--- src/rtl/ftdi_pkg.sv ---
// ftdi_pkg: definitions shared by the FTDI UART receiver and transmitter.
// Holds the 3-bit state encoding, the default oversampling ratio, the
// byte width and a helper that computes the tick divider.
package ftdi_pkg;

  localparam int BYTE_W             = 8;
  localparam int DEFAULT_OVERSAMPLE = 16;

  // State encoding, kept as plain localparams so the transmitter and any
  // debug tooling can decode the state bus without the enum type.
  localparam logic [2:0] IDLE  = 3'd0;
  localparam logic [2:0] START = 3'd1;
  localparam logic [2:0] DATA  = 3'd2;
  localparam logic [2:0] STOP  = 3'd3;
  localparam logic [2:0] BREAK = 3'd4;

  typedef enum logic [2:0] {
    ST_IDLE  = IDLE,
    ST_START = START,
    ST_DATA  = DATA,
    ST_STOP  = STOP,
    ST_BREAK = BREAK
  } rx_state_e;

  // Clock cycles per sample tick, truncated, never below 1.
  function automatic int calc_div(input int freq, input int baud, input int os);
    int d;
    d = freq / (baud * os);
    return (d < 1) ? 1 : d;
  endfunction

endpackage

--- src/rtl/ftdi_rx_if.sv ---
// ftdi_rx_if: byte delivery handshake between the UART receiver and its
// consumer, plus status flags and a state debug bus.
//   data          : last received byte
//   done          : byte available, held until ack
//   ack           : consumer took data (only meaningful while done=1)
//   busy          : a frame is in progress
//   framing_error : sticky, last frame had a low stop bit
//   overrun       : sticky, a byte was dropped because done was still set
//   state_dbg     : receiver FSM state (ftdi_pkg encoding)
// Handshake: done is a level; the first clock edge with done=1 and ack=1
// consumes the byte. ack may stay high longer; it has no effect while done=0.
// master = receiver side, slave = consumer side.
interface ftdi_rx_if;
  import ftdi_pkg::*;

  logic [BYTE_W-1:0] data;
  logic              done;
  logic              ack;
  logic              busy;
  logic              framing_error;
  logic              overrun;
  logic [2:0]        state_dbg;

  modport master (
    output data, done, busy, framing_error, overrun, state_dbg,
    input  ack
  );

  modport slave (
    input  data, done, busy, framing_error, overrun, state_dbg,
    output ack
  );
endinterface

--- src/rtl/uart_tick_gen.sv ---
// uart_tick_gen: divide-by-DIV counter that emits a 1-cycle tick.
//   clk, reset_n : clock, async active-low reset
//   clear        : restart the phase; no tick is emitted in a clear cycle
//   tick         : one-cycle pulse every DIV clocks
module uart_tick_gen #(
  parameter int DIV = 1
) (
  input  logic clk,
  input  logic reset_n,
  input  logic clear,
  output logic tick
);
  localparam int CW = (DIV > 1) ? $clog2(DIV) : 1;
  localparam logic [CW-1:0] LAST = CW'(DIV - 1);

  logic [CW-1:0] cnt;

  always_ff @(posedge clk or negedge reset_n) begin
    if (!reset_n) begin
      cnt <= '0;
    end else if (clear || cnt == LAST) begin
      cnt <= '0;
    end else begin
      cnt <= cnt + 1'b1;
    end
  end

  assign tick = !clear && (cnt == LAST);
endmodule

--- src/rtl/ftdi_rx.sv ---
// ftdi_rx: 16x oversampling UART receiver for the host-to-FPGA FTDI link.
//   clk, reset_n : clock, async active-low reset
//   FTDI_TX      : serial line from the host, idle high, asynchronous
//   bus          : ftdi_rx_if.master (data/done/ack handshake, flags, debug)
// Start bit is re-checked at mid-bit, data bits are sampled every
// OVERSAMPLE ticks from there, LSB first. A low stop bit sets the sticky
// framing error and parks the FSM in BREAK until the line goes high.
module ftdi_rx
  import ftdi_pkg::*;
#(
  parameter int FREQUENCY  = 50_000_000,
  parameter int BAUD_RATE  = 115200,
  parameter int OVERSAMPLE = DEFAULT_OVERSAMPLE
) (
  input  logic       clk,
  input  logic       reset_n,
  input  logic       FTDI_TX,
  ftdi_rx_if.master  bus
);
  localparam int DIV  = calc_div(FREQUENCY, BAUD_RATE, OVERSAMPLE);
  localparam int SW   = $clog2(OVERSAMPLE);
  localparam logic [SW-1:0] HALF_LAST = SW'(OVERSAMPLE / 2 - 1);
  localparam logic [SW-1:0] BIT_LAST  = SW'(OVERSAMPLE - 1);

  logic              rx_meta, rx;
  rx_state_e         state;
  logic [SW-1:0]     sub_cnt;
  logic [2:0]        bit_idx;
  logic [BYTE_W-1:0] shreg;
  logic [BYTE_W-1:0] data_q;
  logic              done_q, fe_q, ov_q;
  logic              tick, tick_clear, ack_take;

  // Synchronizer flops reset high so reset release never looks like a start bit.
  always_ff @(posedge clk or negedge reset_n) begin
    if (!reset_n) begin
      rx_meta <= 1'b1;
      rx      <= 1'b1;
    end else begin
      rx_meta <= FTDI_TX;
      rx      <= rx_meta;
    end
  end

  // Realign the tick phase to the detected start edge.
  assign tick_clear = (state == ST_IDLE) && !rx;

  uart_tick_gen #(.DIV(DIV)) u_tick (
    .clk     (clk),
    .reset_n (reset_n),
    .clear   (tick_clear),
    .tick    (tick)
  );

  assign ack_take = done_q && bus.ack;

  always_ff @(posedge clk or negedge reset_n) begin
    if (!reset_n) begin
      state   <= ST_IDLE;
      sub_cnt <= '0;
      bit_idx <= '0;
      shreg   <= '0;
      data_q  <= '0;
      done_q  <= 1'b0;
      fe_q    <= 1'b0;
      ov_q    <= 1'b0;
    end else begin
      // Acknowledge clears first; a delivery or new error in the same cycle
      // is assigned later and takes precedence.
      if (ack_take) begin
        done_q <= 1'b0;
        fe_q   <= 1'b0;
        ov_q   <= 1'b0;
      end
      case (state)
        ST_IDLE: begin
          if (!rx) begin
            state   <= ST_START;
            sub_cnt <= '0;
          end
        end
        ST_START: begin
          if (tick) begin
            if (sub_cnt == HALF_LAST) begin
              sub_cnt <= '0;
              bit_idx <= '0;
              state   <= rx ? ST_IDLE : ST_DATA;
            end else begin
              sub_cnt <= sub_cnt + 1'b1;
            end
          end
        end
        ST_DATA: begin
          if (tick) begin
            if (sub_cnt == BIT_LAST) begin
              sub_cnt <= '0;
              shreg   <= {rx, shreg[BYTE_W-1:1]};
              bit_idx <= bit_idx + 1'b1;
              if (bit_idx == 3'(BYTE_W - 1)) state <= ST_STOP;
            end else begin
              sub_cnt <= sub_cnt + 1'b1;
            end
          end
        end
        ST_STOP: begin
          if (tick) begin
            if (sub_cnt == BIT_LAST) begin
              sub_cnt <= '0;
              if (rx) begin
                // Leaving at mid-stop leaves half a bit to catch the next start edge.
                state <= ST_IDLE;
                if (!done_q || bus.ack) begin
                  data_q <= shreg;
                  done_q <= 1'b1;
                end else begin
                  ov_q <= 1'b1;
                end
              end else begin
                fe_q  <= 1'b1;
                state <= ST_BREAK;
              end
            end else begin
              sub_cnt <= sub_cnt + 1'b1;
            end
          end
        end
        ST_BREAK: begin
          if (rx) state <= ST_IDLE;
        end
        default: state <= ST_IDLE;
      endcase
    end
  end

  assign bus.data          = data_q;
  assign bus.done          = done_q;
  assign bus.busy          = (state != ST_IDLE);
  assign bus.framing_error = fe_q;
  assign bus.overrun       = ov_q;
  assign bus.state_dbg     = state;
endmodule

--- src/flat_wrapper.sv ---
// flat-port wrapper written by rule: the top's interface ports become plain ports
module ftdi_rx_flat import ftdi_pkg::*;
#(
  parameter int FREQUENCY  = 50_000_000,
  parameter int BAUD_RATE  = 115200,
  parameter int OVERSAMPLE = DEFAULT_OVERSAMPLE
)
  (clk, reset_n, FTDI_TX, bus_data, bus_done, bus_busy, bus_framing_error, bus_overrun, bus_state_dbg, bus_ack);
  ftdi_rx_if bus_i ();
  input  logic clk;
  input  logic reset_n;
  input  logic FTDI_TX;
  output wire logic [$bits(bus_i.data)-1:0] bus_data;
  output wire logic [$bits(bus_i.done)-1:0] bus_done;
  output wire logic [$bits(bus_i.busy)-1:0] bus_busy;
  output wire logic [$bits(bus_i.framing_error)-1:0] bus_framing_error;
  output wire logic [$bits(bus_i.overrun)-1:0] bus_overrun;
  output wire logic [$bits(bus_i.state_dbg)-1:0] bus_state_dbg;
  input wire logic [$bits(bus_i.ack)-1:0] bus_ack;
  assign bus_data = bus_i.data;
  assign bus_done = bus_i.done;
  assign bus_busy = bus_i.busy;
  assign bus_framing_error = bus_i.framing_error;
  assign bus_overrun = bus_i.overrun;
  assign bus_state_dbg = bus_i.state_dbg;
  assign bus_i.ack = bus_ack;
  ftdi_rx #(.FREQUENCY(FREQUENCY), .BAUD_RATE(BAUD_RATE), .OVERSAMPLE(OVERSAMPLE)) u_core (.clk(clk), .reset_n(reset_n), .FTDI_TX(FTDI_TX), .bus(bus_i));
endmodule
--- config.mk ---
export PLATFORM = sky130hd
export DESIGN_NAME = ftdi_rx_flat
export DESIGN_NICKNAME = d
export VERILOG_FILES = /design/src/rtl/ftdi_pkg.sv /design/src/rtl/ftdi_rx_if.sv /design/src/rtl/uart_tick_gen.sv /design/src/rtl/ftdi_rx.sv /design/src/flat_wrapper.sv
export SDC_FILE = /design/constraint.sdc
export NUM_CORES = 1
export LEC_CHECK = 0
export BUFFER_PORTS_ARGS = -buffer_cell sky130_fd_sc_hd__buf_2
export CAP_MARGIN = 20
export CORE_MARGIN = 4
export CORE_UTILIZATION = 50
export DETAILED_ROUTE_END_ITERATION = 10
export PLACE_DENSITY = 0.75
export SLEW_MARGIN = 20
export SYNTH_ARGS = -nofsm -noshare
export SYNTH_HDL_FRONTEND = slang
export SYNTH_SLANG_ARGS = --single-unit
--- constraint.sdc ---
create_clock -name clk -period 4.4 [get_ports clk]
set_input_delay 0 -clock clk [delete_from_list [all_inputs] [get_ports clk]]
set_output_delay 0 -clock clk [all_outputs]
set_load 0.02 [all_outputs]
; Word level (Yosys, flattened, before mapping)
; Cells that the tools add are included.
[classes]
n_addsub = 3
reduce_logical = 18
mux = 41
n_eq_ne = 18
[op_table]
columns = operator, n
row1 = $mux W3, 14
row2 = $mux W4, 5
row3 = $ne A2 B1 Y1 const B, 9
row4 = $mux W1, 17
row5 = $pmux W3 S5, 1
row6 = $pmux W4 S3, 1
row7 = $reduce_and A5 Y1, 2
row8 = $reduce_and A9 Y1, 1
row9 = $eq A3 B2 Y1 const B, 2
row10 = $eq A3 B3 Y1 const B, 2
row11 = $pmux W3 S2, 1
row12 = $reduce_bool A3 Y1, 2
row13 = $add A5 B1 Y5 const B, 1
row14 = $eq A5 B5 Y1 const B, 1
row15 = $mux W5, 1
row16 = $add A4 B1 Y4 const B, 1
row17 = $eq A4 B3 Y1 const B, 1
row18 = $eq A4 B4 Y1 const B, 1
row19 = $reduce_and A4 Y1, 1
row20 = $add A3 B1 Y3 const B, 1
row21 = $eq A3 B1 Y1 const B, 1
row22 = $logic_and A1 B1 Y1, 3
row23 = $logic_not A1 Y1, 3
row24 = $logic_not A3 Y1, 1
row25 = 6 further kinds, 7
[totals]
input_bits = 4
wordCells = 91
reg_bits = 36
output_inout_bits = 15

; Logic depth before layout (Yosys ltp)
; Gate-level depths: netlist of run 1.
[logic_depth]
depth_word = 7
mapped_depth = 6
ltp_nobuf = 6

; Hierarchy
; A second synthesis of run 1 with hierarchy kept.
[hier_totals]
cells_unflattened = 157
hier_area_um2 = 1711.6
[by_module_without_submodules]
columns = module, instances, cells_per_inst, area_per_inst_um2, seq_area_each_um2
row1 = ftdi_rx, 1, 134, 1436.4, 778.2
row2 = uart_tick_gen, 1, 23, 275.3, 125.1

; Worst setup path before layout of run 1
; OpenSTA, ideal clock, no wires.
[synth_path]
kind = reg2reg
start = reg u_core.state[1] (netlist: u_core.bus.state_dbg[1])
end = reg u_core.sub_cnt[3]
period_less_slack_ps = 1607
path_slack_ps = 2793
n_path_buf = 1
setup_ps = 137
arrival_ps = 1470
required_time_ps = 4263
stages_incl_launch_ff = 6
path_cell_list = dfrtp_1 -> buf_6 -> or4_4 -> o21a_1 -> nand2_1 -> o311ai_2
[synth_between]
elab_chain_cells = 6
elab_cells_between_ends = 14
cone_classes = 6 x eq/ne / 1 x mux / 7 x reduce/logical
[synth_rtl]
columns = element, line_no
row1 = from (decl), ftdi_rx.sv:26  ; rx_state_e state;
row2 = from (signal assigned), ftdi_rx.sv:87  ; state <= rx ? ST_IDLE : ST_DATA;
row3 = $logic_not A3 Y1, "ftdi_rx.sv:46, ftdi_rx.sv:75"
row4 = $logic_and A1 B1 Y1, ftdi_rx.sv:46  ; assign tick_clear = (state == ST_IDLE) && !rx;
row5 = $logic_not A1 Y1, uart_tick_gen.sv:28  ; assign tick = !clear && (cnt == LAST);
row6 = $logic_and A1 B1 Y1, uart_tick_gen.sv:28
row7 = $ne A2 B1 Y1 (no line), n/a
row8 = $reduce_and A4 Y1 (no line), n/a
row9 = to (signal assigned), ftdi_rx.sv:89  ; sub_cnt <= sub_cnt + 1'b1;
row10 = to (signal assigned), ftdi_rx.sv:101  ; sub_cnt <= sub_cnt + 1'b1;
row11 = to (signal assigned), ftdi_rx.sv:123  ; sub_cnt <= sub_cnt + 1'b1;
row12 = to (decl), ftdi_rx.sv:27  ; logic [SW-1:0] sub_cnt;
; Several ways; a longest one is shown, not always the timed one.
; A chain may end at the register's enable or synchronous reset.

; Worst setup path in the final report of run 1
[layout_path]
start = reg u_core.state[1] (netlist: u_core.bus.state_dbg[1])
end = reg u_core.shreg[2]
[layout_between]
elab_chain_cells = 5
elab_cells_between_ends = 6
cone_classes = 1 x eq/ne / 5 x reduce/logical
[layout_rtl]
columns = element, line_no
row1 = $logic_not A3 Y1, ftdi_rx.sv:46
row2 = $logic_and A1 B1 Y1, ftdi_rx.sv:46
row3 = $logic_not A1 Y1, uart_tick_gen.sv:28
row4 = $logic_and A1 B1 Y1, uart_tick_gen.sv:28
row5 = $reduce_and A3 Y1 (no line) (*), n/a
row6 = to (signal assigned), ftdi_rx.sv:97  ; shreg <= {rx, shreg[BYTE_W-1:1]};
row7 = to (decl), ftdi_rx.sv:29  ; logic [BYTE_W-1:0] shreg;
; Every way passes the cells marked *; elsewhere a longest branch is shown, timed or not.

==> results of run 1 <==
==> worst paths after layout <==
path	from	end	depth (start not counted)
max reg2reg	u_core.bus.state_dbg[1]$_DFFE_PN0P_	u_core.shreg[2]$_DFFE_PN0P_	4
min reg2reg	u_core.rx_meta$_DFF_PN1_	u_core.rx$_DFF_PN1_	0
max	u_core.bus.state_dbg[1]$_DFFE_PN0P_	u_core.shreg[2]$_DFFE_PN0P_	4
min in group clk	FTDI_TX	u_core.rx_meta$_DFF_PN1_	2
max in group asynchronous	reset_n	u_core.shreg[2]$_DFFE_PN0P_	2
min	reset_n	u_core.sub_cnt[3]$_DFFE_PN0P_	2
==> state kept, by name, summed over array words and instances, names as in the netlist <==
name	count
u_core.bus.done	1
u_core.rx_meta	1
u_core.bus.overrun	1
u_core.bus.data	8
u_core.bit_idx	3
u_core.shreg	8
u_core.rx	1
u_core.bus.state_dbg	3
u_core.sub_cnt	4
u_core.bus.framing_error	1
u_core.u_tick.cnt	5
==> synth_stat cells (all sizes together), types with 2 or more instances <==
master  number  area, um^2
or3          2        13.8
dfstp        2        52.6
dfrtp       34         851
nor2b        2        12.5
o21ai        4        23.8
buf          3        21.3
ha           5        62.6
nand2       16        60.1
nor2         9        60.1
nand3        5        30.0
a21oi        3        15.0
o31ai        2        20.0
mux2i        2        20.0
mux2        17         191
o22ai        3        32.5
inv          7        26.3
xor2         3        26.3
==> placed cells by master, fill, tap and decap left out, types with 2 or more instances in the layout <==
cell            n
dfrtp_1        34
buf_2          18
mux2_2         17
nand2_1        16
inv_1           7
nor2_1          6
ha_1            5
clkbuf_4        5
nand3_1         4
xor2_1          3
o21ai_0         3
a21oi_1         3
dlygate4sd3_1   3
o22ai_1         2
mux2i_1         2
nor2b_1         2
dfstp_2         2
==> cells by family (layout without fill, tap and decap cells) <==
| kind of cell | count (synthesis) | in the layout |
|---|---|---|
| fa+ha+maj | 5 | 5 |
| buf+inv | 10 | 36 |
| mux | 19 | 19 |
| flops | 36 | 36 |
| simple gates | 44 | 44 |
| xor+xnor | 4 | 4 |
| compound gates | 20 | 20 |
==> what timing repair did <==
| action | in CTS | in global routing |
|---|---|---|
| hold buffers | 3 | 0 |
| setup endpoints to repair | 0 | 0 |
| endpoints found under the hold margin | 38 | 0 |
==> power groups by stage <==
stage | logic [mW] | clock network (mW) | registers, mW
final | 0.0150 | 0.229 | 0.335
after global routing | 0.0173 | 0.253 | 0.336
after CTS | 0.0156 | 0.237 | 0.335
after detailed placement | 0.0134 | 0 | 0.342
after global placement | 0.0132 | 0 | 0.342
after floorplan | 0.00178 | 0 | 0.343
==> metal layers <==
metal	up-vias	GRT usage (%)	share of wire, %	wire (um)
li1	538	-	-	-
met1	545	20.0	45	1310
met2	21	25.5	49	1410
met3	4	5.06	3.8	109
met4	0	7.36	1.7	49
met5	-	0	0	0
==> stage by stage <==
stage / utilization (%) / instances
floorplan: - / 138
global placement: 58.3 / 197
detailed placement: 58.3 / 197
CTS: 61.8 / 208
global route: 61.8 / 208
finish: 61.8 / 208
==> final cells by class <==
type | count | share of cell area (%)
Inverter | 7 | 1.35
Clock buffer | 5 | 1.93
Timing Repair Buffer | 21 | 6.17
Sequential cell | 36 | 46.4
Multi-Input combinational cell | 92 | 39.2
Clock inverter | 3 | 2.18
Tap cell | 44 | 2.83
==> worst max-delay path: stages, from the launching register on <==
cell	delay, ps
dfrtp_1	580
or2b_4	360
nor2_2	150
nand3_2	220
mux2_2	350
==> qor.yml, run 1 <==
status:
  outcome: "complete, no violations"
synthesis:
  synth_top_family_by_area: "simple AND/OR/NAND/NOR gates"
  synth_edf_count: 0
  ys_async_sr_fraction_pct: 100
  yosys.area_share.simple_pct: 15.8
  synth-seq-area-share_pct: 52.7
  yosys_register_bits: 36
  netlist_area_um2: 1710
  synth.net_count: 147
  synth-compound-area-share_pct: 10.7
  synth.mux.area_fraction_pct: 12.3
  synth-main-ff-cell: "dfrtp_1"
  synthesis.instances: 138
  synthXorXnorAreaFrac_pct: 2.04
  avgSynthCellArea_um2: 12.4
  yosysUniqueCellTypes: 45
  synth_fa_ha_area_share_pct: 3.65
  yosys_warnings: 0
route:
  viasPerCell: 5.33
  drt_iter0_markers: 106
  vias: 1108
  postRouteAntennaNets: 0
  route.detailed.drc: 0
  drt-pass1-iter-count: 4
  routed_wl_um: 2880
  detail_route.wl_per_cell_um: 13.8
grt:
  overflow: 0
  grt_usage_pct: 16.1
  antenna_found_initial: 0
  grt_pass1_vias: 1203
  grt_max_degree: 37
  grt_pass1_wl_um: 5330
finish:
  area_delta_synth_final_pct: 13.6
  fin_area_um2: 1950
  antenna_cells: 0
  multi_input_area_um2: 763
  fillers: 265
  drive_above_1_share_pct: 36.0
  num-nets-final: 172
  register_area_um2: 903
power:
  leakagePower_nw: 0.998
  netSwitchingFraction_pct: 21.3
  power.share.sequential_pct: 57.9
  ir_drop_uv: 316
  power_density_nw_per_um2: 298
  switchingPower_uw: 123
  p_clk_share_pct: 39.6
  intPower_uw: 457
  combPwrFrac_pct: 2.6
  power.total_uw: 580
critical_path:
  cp-start-kind: "flop"
  arrival_ps: 2000
  cp_max_fo: 13
  critPathKind: "reg -> reg"
  rrSetupSlack_ps: 2630
  required_ps: 4620
  cp-end-kind: "flop"
clock_tree:
  cts_root_buffer: "clkbuf_4"
  clk_pin_slew_ps: 110
  cts.htree.levels: 2
  cts_resized: 0
  clkLatencyLatePin_ps: 340
  postCtsSetupRepairBufs: 0
  clock_path_buffers: 2
  clock_sinks: 36
  cts_tree: "yes"
  cts_made_buffers: 5
floorplanning:
  coreArea_um2: 3150
  start_util_pct: 54.4
  die_y_um: 66.6
  std_cell_rows: 20
  dieArea_um2: 4430
  boundaryPins: 19
  die_w_um: 66.6
sta:
  hold_slack_ps: 254
  hold_viol: 0
  post-route-period-util_pct: 40.3
  skew_ps: 11.1
  finalSetupTns_ps: 0
  layout_min_cycle_time_ps: 1770
  slew-limit-headroom_pct: 49.1
  rsz0062_at_grt: "no"
  timing.fmax_ghz: 0.564
  slew_viol_final: 0
  finalSetupViolCount: 0
  worst_slew_pin_slew_ps: 764
  setup_ws_ps: 2630
flow_run:
  max_cap_violations: 0
placed_design:
  port_buffers: 18
  dp_hpwl_um: 2040
  pre_cts_ws_ps: 2620
  placed_area_um2: 1840
  gp_congestion: 0.760
worst_hold_path:
  min_path_type: "in -> async"
Power figures use the tool's default switching activity.
==> inputs of run 2 (changes only) <==
==> constraint.sdc (replaced) <==
create_clock -name clk -period 1.7 [get_ports clk]
set_input_delay 0 -clock clk [delete_from_list [all_inputs] [get_ports clk]]
set_output_delay 0 -clock clk [all_outputs]
set_load 0.02 [all_outputs]
==> qor.yml, run 2 (synthesis gave the netlist of run 1 again) <==
status:
  outcome: "complete, no violations"
power:
  intPower_mw: 1.18
  power.share.sequential_pct: 58.1
  combPwrFrac_pct: 2.6
  switchingPower_uw: 311
  netSwitchingFraction_pct: 20.8
  power.total_mw: 1.49
  leakagePower_nw: 1.07
  p_clk_share_pct: 39.3
  power_density_nw_per_um2: 720
  ir_drop_uv: 481
critical_path:
  reg2reg_depth: 6
  cp_max_fo: 8
  cp-start-kind: "flop"
  rrSetupSlack_ps: 60
  r2r_end: "u_core.bus.data[2]$_DFFE_PN0P_"
  arrival_ps: 1860
  required_ps: 1920
  r2r-start: "u_core.u_tick.cnt[0]$_DFF_PN0_"
  critPathKind: "reg -> reg"
  cp-end-kind: "flop"
sta:
  timing.fmax_ghz: 0.610
  finalSetupTns_ps: 0
  rsz0062_at_grt: "yes"
  post-route-period-util_pct: 96.4
  skew_ps: 14.3
  worst_slew_pin_slew_ps: 761
  slew_viol_final: 0
  hold_viol: 0
  finalSetupViolCount: 0
  slew-limit-headroom_pct: 49.3
  layout_min_cycle_time_ps: 1640
route:
  drt-pass1-iter-count: 4
  vias: 1157
  routed_wl_um: 3060
  route.detailed.drc: 0
  postRouteAntennaNets: 0
  drt_iter0_markers: 69
  detail_route.wl_per_cell_um: 13.7
  viasPerCell: 5.19
floorplanning:
  start_util_pct: 54.4
  std_cell_rows: 20
  die_w_um: 66.6
  coreArea_um2: 3150
  dieArea_um2: 4430
  boundaryPins: 19
  die_y_um: 66.6
placed_design:
  placedCellCount: 207
  dp_hpwl_um: 2190
  placed_area_um2: 1910
  port_buffers: 18
  gp_congestion: 0.836
finish:
  num-nets-final: 187
  area_delta_synth_final_pct: 21.1
  drive_above_1_share_pct: 42.5
  final_cell_mix: "dfrtp_1, buf_2, mux2_2, nand2_1, buf_4"
  fin_area_um2: 2080
  antenna_cells: 0
  final_cell_count_no_fill: 223
  final_common_cell: "dfrtp_1"
  fillers: 266
grt:
  grt_pass1_wl_um: 5320
  grt_max_degree: 37
  antenna_found_initial: 0
  overflow: 0
  grt_pass1_vias: 1143
  grt_usage_pct: 16.2
clock_tree:
  cts_tree: "yes"
  cts.htree.levels: 2
  cts_root_buffer: "clkbuf_4"
  clock_sinks: 36
  clk_pin_slew_ps: 110
  clkLatencyLatePin_ps: 340
  clock_path_buffers: 2
  cts_made_buffers: 5
worst_hold_path:
  min_path_type: "in -> async"
flow_run:
  max_cap_violations: 0
[run 2: power groups by stage]
stage               clock network (mW)  logic (mW)  registers, mW
global placement                     0      0.0340          0.884
detailed placement                   0      0.0349          0.885
floorplan                            0     0.00461          0.888
global route                     0.649      0.0440          0.869
finish                           0.588      0.0384          0.868
CTS                              0.608      0.0403          0.868
[run 2: worst max-delay path by stage]
stage,startpoint,to,depth (start not counted)
CTS,u_core.u_tick.cnt[0]$_DFF_PN0_,u_core.bus.data[1]$_DFFE_PN0P_,6
global route,u_core.u_tick.cnt[0]$_DFF_PN0_,u_core.bus.data[2]$_DFFE_PN0P_,6
floorplan,u_core.bus.state_dbg[1]$_DFFE_PN0P_,u_core.sub_cnt[3]$_DFFE_PN0P_,5
finish,u_core.u_tick.cnt[0]$_DFF_PN0_,u_core.bus.data[2]$_DFFE_PN0P_,6
detailed placement,u_core.u_tick.cnt[0]$_DFF_PN0_,u_core.bus.data[1]$_DFFE_PN0P_,6
global placement,u_core.u_tick.cnt[0]$_DFF_PN0_,u_core.bus.data[1]$_DFFE_PN0P_,6
[run 2: final cells by class]
cell class | instances | area [um^2] | area share [%]
Clock buffer | 6 | 41.3 | 1.99
Clock inverter | 2 | 35.0 | 1.69
Inverter | 7 | 26.3 | 1.27
Tap cell | 44 | 55.1 | 2.65
Multi-Input combinational cell | 92 | 782 | 37.7
Timing Repair Buffer | 36 | 233 | 11.2
Sequential cell | 36 | 903 | 43.5
[run 2: metrics by stage]
step / util (%) / setup slack, ps / hold slack [ps]
after global placement: 60.7 / 67.6 / 105
after detailed placement: 60.7 / 25.3 / 106
after CTS: 64.0 / 10.6 / 277
after floorplan: - / 93.5 / -296
final: 65.8 / 60.5 / 258
after global routing: 65.8 / -31.2 / 302
[run 2: worst max-delay path, cell delays in order, from the launching register on]
cell	delay, ps
dfrtp_1	380
inv_1	60
ha_2	190
nand4b_4	170
nor2_8	180
o2111ai_4	210
mux2_4	350
[run 2: layer usage]
metal  part of all wire, %  vias to the layer above  track usage [%]
li1                      -                      567                -
met1                    45                      562             20.3
met2                    49                       24             25.5
met3                   4.6                        4             6.07
met4                   1.2                        0             5.84
met5                     0                        -                0
[run 2: timing repair]
item,CTS,global route
buffers inserted,0,5
resized for setup,0,5
hold buffers,3,0
endpoints found under the setup margin,0,18
hold endpoints to repair,37,0
